**src/rtl/dmem_pkg.sv**
```systemverilog
// Shared constants, response-state encoding and the address range helper
// for the DataMemory arbiter.
package dmem_pkg;

  localparam int          DEF_ADDR_W       = 32;
  localparam int          DEF_DATA_W       = 32;
  localparam int unsigned DEF_DEPTH        = 256;
  localparam int unsigned DEF_STARVE_LIMIT = 4;

  localparam int PORT_CORE = 0;
  localparam int PORT_LOAD = 1;

  typedef enum logic [1:0] {
    RSP_IDLE,
    RSP_CORE,
    RSP_LOAD
  } rsp_state_e;

  function automatic logic addr_in_range(input logic [63:0] addr, input int unsigned depth);
    return addr < 64'(depth);
  endfunction

endpackage

```
**src/rtl/dmem_arb_pick.sv**
```systemverilog
// Combinational grant picker: core wins ties unless the loader has hit its
// starvation limit.
module dmem_arb_pick
  import dmem_pkg::*;
(
  input  logic       c_valid_i,
  input  logic       l_valid_i,
  input  logic       starve_hit_i,
  output logic [1:0] grant_o
);

  always_comb begin
    grant_o            = '0;
    grant_o[PORT_CORE] = c_valid_i & ~(l_valid_i & starve_hit_i);
    grant_o[PORT_LOAD] = l_valid_i & (~c_valid_i | starve_hit_i);
  end

endmodule

```
**src/rtl/dmem_arbiter.sv**
```systemverilog
// Two-port arbiter in front of the single-port DataMemory: core LSU has
// priority, loader/DMA is protected from starvation by a saturating counter.
module dmem_arbiter
  import dmem_pkg::*;
#(
  parameter int          ADDR_W       = DEF_ADDR_W,
  parameter int          DATA_W       = DEF_DATA_W,
  parameter int unsigned DEPTH        = DEF_DEPTH,
  parameter int unsigned STARVE_LIMIT = DEF_STARVE_LIMIT
) (
  input  logic              clk,
  input  logic              rst_n,
  input  logic              c_req_valid_i,
  output logic              c_req_ready_o,
  input  logic              c_req_we_i,
  input  logic [ADDR_W-1:0] c_req_addr_i,
  input  logic [DATA_W-1:0] c_req_wdata_i,
  output logic              c_rsp_valid_o,
  output logic [DATA_W-1:0] c_rsp_rdata_o,
  output logic              c_rsp_err_o,
  input  logic              l_req_valid_i,
  output logic              l_req_ready_o,
  input  logic              l_req_we_i,
  input  logic [ADDR_W-1:0] l_req_addr_i,
  input  logic [DATA_W-1:0] l_req_wdata_i,
  output logic              l_rsp_valid_o,
  output logic [DATA_W-1:0] l_rsp_rdata_o,
  output logic              l_rsp_err_o,
  output logic [ADDR_W-1:0] mem_address_o,
  output logic [DATA_W-1:0] mem_write_data_o,
  output logic              mem_write_enable_o,
  output logic              mem_read_enable_o,
  input  logic [DATA_W-1:0] mem_read_data_i
);

  localparam int              CNT_W   = $clog2(STARVE_LIMIT + 1);
  localparam logic [CNT_W-1:0] CNT_MAX = CNT_W'(STARVE_LIMIT);

  rsp_state_e        state_q, state_d;
  logic [CNT_W-1:0]  starveCnt_q, starveCnt_d;
  logic [DATA_W-1:0] rspRdata_q, rspRdata_d;
  logic              rspErr_q, rspErr_d;

  logic [1:0]        pickGnt;
  logic              cGnt, lGnt, anyGnt;
  logic              selWe, selInRange;
  logic [ADDR_W-1:0] selAddr;
  logic [DATA_W-1:0] selWdata;

  dmem_arb_pick uPick (
    .c_valid_i    (c_req_valid_i),
    .l_valid_i    (l_req_valid_i),
    .starve_hit_i (starveCnt_q == CNT_MAX),
    .grant_o      (pickGnt)
  );

  // Grants are suppressed while reset is held so nothing handshakes or touches memory.
  assign cGnt   = pickGnt[PORT_CORE] & rst_n;
  assign lGnt   = pickGnt[PORT_LOAD] & rst_n;
  assign anyGnt = cGnt | lGnt;

  assign c_req_ready_o = cGnt;
  assign l_req_ready_o = lGnt;

  always_comb begin
    selWe    = 1'b0;
    selAddr  = '0;
    selWdata = '0;
    if (lGnt) begin
      selWe    = l_req_we_i;
      selAddr  = l_req_addr_i;
      selWdata = l_req_wdata_i;
    end else if (cGnt) begin
      selWe    = c_req_we_i;
      selAddr  = c_req_addr_i;
      selWdata = c_req_wdata_i;
    end
    selInRange = addr_in_range(64'(selAddr), DEPTH);
  end

  assign mem_address_o      = selAddr;
  assign mem_write_data_o   = selWdata;
  assign mem_write_enable_o = anyGnt & selWe & selInRange;
  assign mem_read_enable_o  = anyGnt & ~selWe & selInRange;

  always_comb begin
    state_d     = RSP_IDLE;
    rspRdata_d  = '0;
    rspErr_d    = 1'b0;
    starveCnt_d = '0;
    if (cGnt) begin
      state_d = RSP_CORE;
    end else if (lGnt) begin
      state_d = RSP_LOAD;
    end
    if (anyGnt) begin
      if (!selInRange) begin
        rspErr_d = 1'b1;
      end else if (!selWe) begin
        rspRdata_d = mem_read_data_i;
      end
    end
    if (cGnt && l_req_valid_i) begin
      starveCnt_d = (starveCnt_q == CNT_MAX) ? starveCnt_q : starveCnt_q + 1'b1;
    end
  end

  always_ff @(posedge clk or negedge rst_n) begin
    if (!rst_n) begin
      state_q     <= RSP_IDLE;
      starveCnt_q <= '0;
      rspRdata_q  <= '0;
      rspErr_q    <= 1'b0;
    end else begin
      state_q     <= state_d;
      starveCnt_q <= starveCnt_d;
      rspRdata_q  <= rspRdata_d;
      rspErr_q    <= rspErr_d;
    end
  end

  assign c_rsp_valid_o = (state_q == RSP_CORE);
  assign c_rsp_rdata_o = c_rsp_valid_o ? rspRdata_q : '0;
  assign c_rsp_err_o   = c_rsp_valid_o & rspErr_q;
  assign l_rsp_valid_o = (state_q == RSP_LOAD);
  assign l_rsp_rdata_o = l_rsp_valid_o ? rspRdata_q : '0;
  assign l_rsp_err_o   = l_rsp_valid_o & rspErr_q;

endmodule
```
**config.mk**
```make
export PLATFORM = sky130hd
export DESIGN_NAME = dmem_arbiter
export DESIGN_NICKNAME = d
export VERILOG_FILES = /design/src/rtl/dmem_pkg.sv /design/src/rtl/dmem_arb_pick.sv /design/src/rtl/dmem_arbiter.sv
export SDC_FILE = /design/constraint.sdc
export NUM_CORES = 1
export LEC_CHECK = 0
export CAP_MARGIN = 20
export CORE_AREA = 2 2 116 118
export DETAILED_ROUTE_END_ITERATION = 10
export DIE_AREA = 0 0 118 120
export PLACE_DENSITY = 0.64
export SYNTH_ARGS = -nofsm -noshare
export SYNTH_HDL_FRONTEND = slang
export SYNTH_SLANG_ARGS = --single-unit
```
**constraint.sdc**
```tcl
create_clock -name clk -period 2.7 [get_ports clk]
set_input_delay 0.54 -clock clk [delete_from_list [all_inputs] [get_ports clk]]
set_output_delay 0.54 -clock clk [all_outputs]
set_load 0.05 [all_outputs]
```
==> qor.log <==
qor: outcome.status complete, but fails checks
qor: outcome.failing_checks negative setup slack
qor: worst_setup_path.timing.critical_path.fanout_max 3
qor: grt.antenna_violations_before_repair 0
qor: final_layout.area_growth 187%
qor: detailed_routing.drt_iter0_drc 87
qor: worst_setup_path.cp_cell_sequence buf_6, or4_4, nor4_4, nand4_4, a2111oi_4, buf_12
qor: floorplanning.core_area 13000 um2
qor: detailed_routing.route.vias.total 3924
qor: clocking.clock_path_buffers 2
qor: floorplanning.num_rows 42
qor: detailed_routing.route.detailed.wl_per_inst 20.3 um
qor: sta.fin_worst_skew 5.48 ps
qor: sta.rsz0062_at_grt true
qor: grt.global_route.usage.total 0.206
qor: hold_path.tightest_hold_check_type in -> async
qor: power.power_per_cell_area 277 nW/um2
qor: floorplanning.ios 302
qor: synthesis.synth.distinct_cells 34
qor: final_layout.final_cells 812
qor: place.dp_cells 792
qor: synthesis.synth_top_area_frac 0.318
qor: place.place_ws -427 ps
qor: floorplanning.die_width 118 um
qor: worst_setup_path.crit_path_start_kind primary input
qor: floorplanning.die_h 120 um
qor: synthesis.ys_ff_latch 38
qor: sta.tightest_slew 354 ps
qor: sta.slew_viol_final 0
qor: worst_setup_path.criticalPathCategory in -> out
qor: final_layout.nNetsFinal 803
qor: sta.post-route-worst-setup-slack -47.3 ps
qor: synthesis.syn-cell-area 2990 um2
qor: grt.grt_start_max_net_pins 55
qor: clocking.clock_sinks 38
qor: sta.layout_worst_path_cycle_share 1.02
qor: detailed_routing.drc 0
qor: worst_setup_path.worstRegToRegCells 8
qor: sta.maxClockFrequency 0.364 GHz
qor: run.cap_violations 0
qor: grt.grt_remaining_overflow 0
qor: sta.timing.setup.tns -47.3 ps
qor: synthesis.ys.warnings.count 0
qor: grt.grt_pass1_vias 3998
qor: floorplanning.die-area 14200 um2
qor: sta.finalWorstPathRequiredPeriod 2750 ps
qor: worst_setup_path.worstPathArrival 2210 ps
qor: power.report.power.total 2.38 mW
qor: synthesis.synth.top_cells.by_area dfrtp_1, a22o_1, and2_1
qor: clocking.tritoncts yes
qor: worst_setup_path.master_of_the_slowest_instance_on_the_critical_path or4_4
qor: synthesis.synthesis.nets 485
qor: final_layout.most_common_library_cell_in_the_layout_ignoring_fill_and_taps clkdlybuf4s50_1
qor: sta.setup_viol 1
qor: detailed_routing.wirelength 16500 um
qor: clocking.cts_buffers 5
qor: detailed_routing.vias_per_cell 4.83
qor: worst_setup_path.cp-end-kind primary output
qor: final_layout.drive_above_1_share 0.464
qor: grt.first_pass_grt_wire_length 22800 um
qor: sta.hold_violations 0
qor: place.post-dp-hpwl 13000 um
qor: synthesis.avgSynthCellArea 9.45 um2
qor: clocking.clk_pin_slew 60 ps
qor: power.power.leakage 3.60 nW
qor: place.io_buffers 301
qor: place.place_congestion 0.869
qor: final_layout.fillCellCount 966
qor: synthesis.syn_inst 317
qor: clocking.htree_num_levels 2
qor: floorplanning.effective_utilization_at_floorplan 0.231
qor: clocking.cts-hold-fix-buffers 0
qor: final_layout.insertedDiodeCount 0
qor: sta.max-slew-margin-rel 0.764
qor: detailed_routing.detail_route.first_pass.iterations 4
qor: worst_setup_path.critical_path_required 2160 ps
qor: final_layout.layout.cells.most_common_list clkdlybuf4s50_1, buf_12, and2_1
qor: detailed_routing.drt.antenna.violating_nets 0
qor: synthesis.sequential_fraction_of_the_synthesis_area 0.318
qor: synthesis.post-synth-top-area-cell dfrtp_1
qor: clocking.clock_insertion_delay_worst_skew 280 ps
qor: power.ir_drop 310 uV
qor: worst_setup_path.max_stage_delay 540 ps
qor: clocking.clockRootBuffer clkbuf_16
==> report_power, final <==
part	switching (mW)	internal [mW]	total [mW]	leakage, nW
sequential	0.00591	0.584	0.590	0.522
combinational	0.562	0.631	1.19	3.00
clock	0.228	0.365	0.594	0.0729
==> flip-flops by register name (all words and copies together), names as in the netlist <==
name and count:
rspRdata_q 32, starveCnt_q 3, state_q 2, rspErr_q 1
==> layer usage <==
| metal | track usage | vias up | routed length (um) |
|---|---|---|---|
| li1 | - | 1844 | - |
| met1 | 0.228 | 1874 | 6160 |
| met2 | 0.398 | 188 | 8960 |
| met3 | 0.0447 | 18 | 1040 |
| met4 | 0.0520 | 0 | 334 |
| met5 | 0 | - | 0 |
==> synth_stat cells <==
library cell and count:
a22o_2 1, nor2b_1 2, o221a_2 1, clkbuf_1 27, nand4_4 1, a211oi_2 30
and3_1 1, nor4_4 1, nand3_1 33, a211o_2 1, o22ai_1 1, inv_1 3
a22oi_1 1, buf_6 3, a21oi_1 1, a211oi_1 3, or4_4 1, a2111oi_2 1
nor3_1 1, nand2b_1 1, o32ai_2 1, a22o_1 62, and2_1 69, nand4_1 1
mux2i_1 1, or4_1 2, buf_2 6, o21a_1 1, a21boi_2 1, ha_1 2
nand2_1 6, nor2_1 6, nor4_1 7, dfrtp_1 38
==> path summary, 6_finish.rpt <==
kind                                             from                         end  slack (ps)
max                                  c_req_addr_i[25]          mem_write_enable_o         -50
min                                             rst_n  starveCnt_q[1]$_DFFE_PN0P_         110
max reg2reg                starveCnt_q[0]$_DFFE_PN0P_     rspRdata_q[8]$_DFF_PN0_         550
min reg2reg                starveCnt_q[0]$_DFFE_PN0P_  starveCnt_q[0]$_DFFE_PN0P_         570
max in group asynchronous                       rst_n          rspErr_q$_DFF_PN0_        2080
min in group clk           starveCnt_q[0]$_DFFE_PN0P_  starveCnt_q[0]$_DFFE_PN0P_         570
==> metrics by stage <==
stage          area [um2]  utilization  hold slack, ps
5_1_grt              8590        0.662             109
3_3_place_gp         7770        0.599             394
3_5_place_dp         7770        0.599             402
6_report             8590        0.662             109
4_1_cts              7990        0.615             103
2_1_floorplan        3020            -             244
==> area by class of cell <==
class | instances | area [um2] | area share
sequential | 38 | 951 | 0.111
clock buffer | 6 | 139 | 0.0162
multi-input combinational | 240 | 2370 | 0.276
inverter | 3 | 11.3 | 0.00131
tap | 176 | 220 | 0.0256
clock inverter | 2 | 12.5 | 0.00146
timing repair buffer | 347 | 4880 | 0.569
==> cell families after synthesis <==
family	Yosys count	share of synthesized area
mux	1	0.00334
flops	38	0.318
simple gates	132	0.264
fa+ha+maj	2	0.00836
compound gates	105	0.348
buf+inv	39	0.0589
==> critical path, delay by kind of cell <==
kind | cells | cell delay (ps)
simple gates | 3 | 930
buf+inv | 2 | 280
compound gates | 1 | 450
==> what timing repair did <==
item / CTS / global route
buffers inserted: 2 / 4
gates resized for setup: 34 / 75
endpoints found under the setup margin: 64 / 66
pin swaps: 7 / 14
cloned: 0 / 6
No activity file was read; power rests on OpenSTA's default activity.
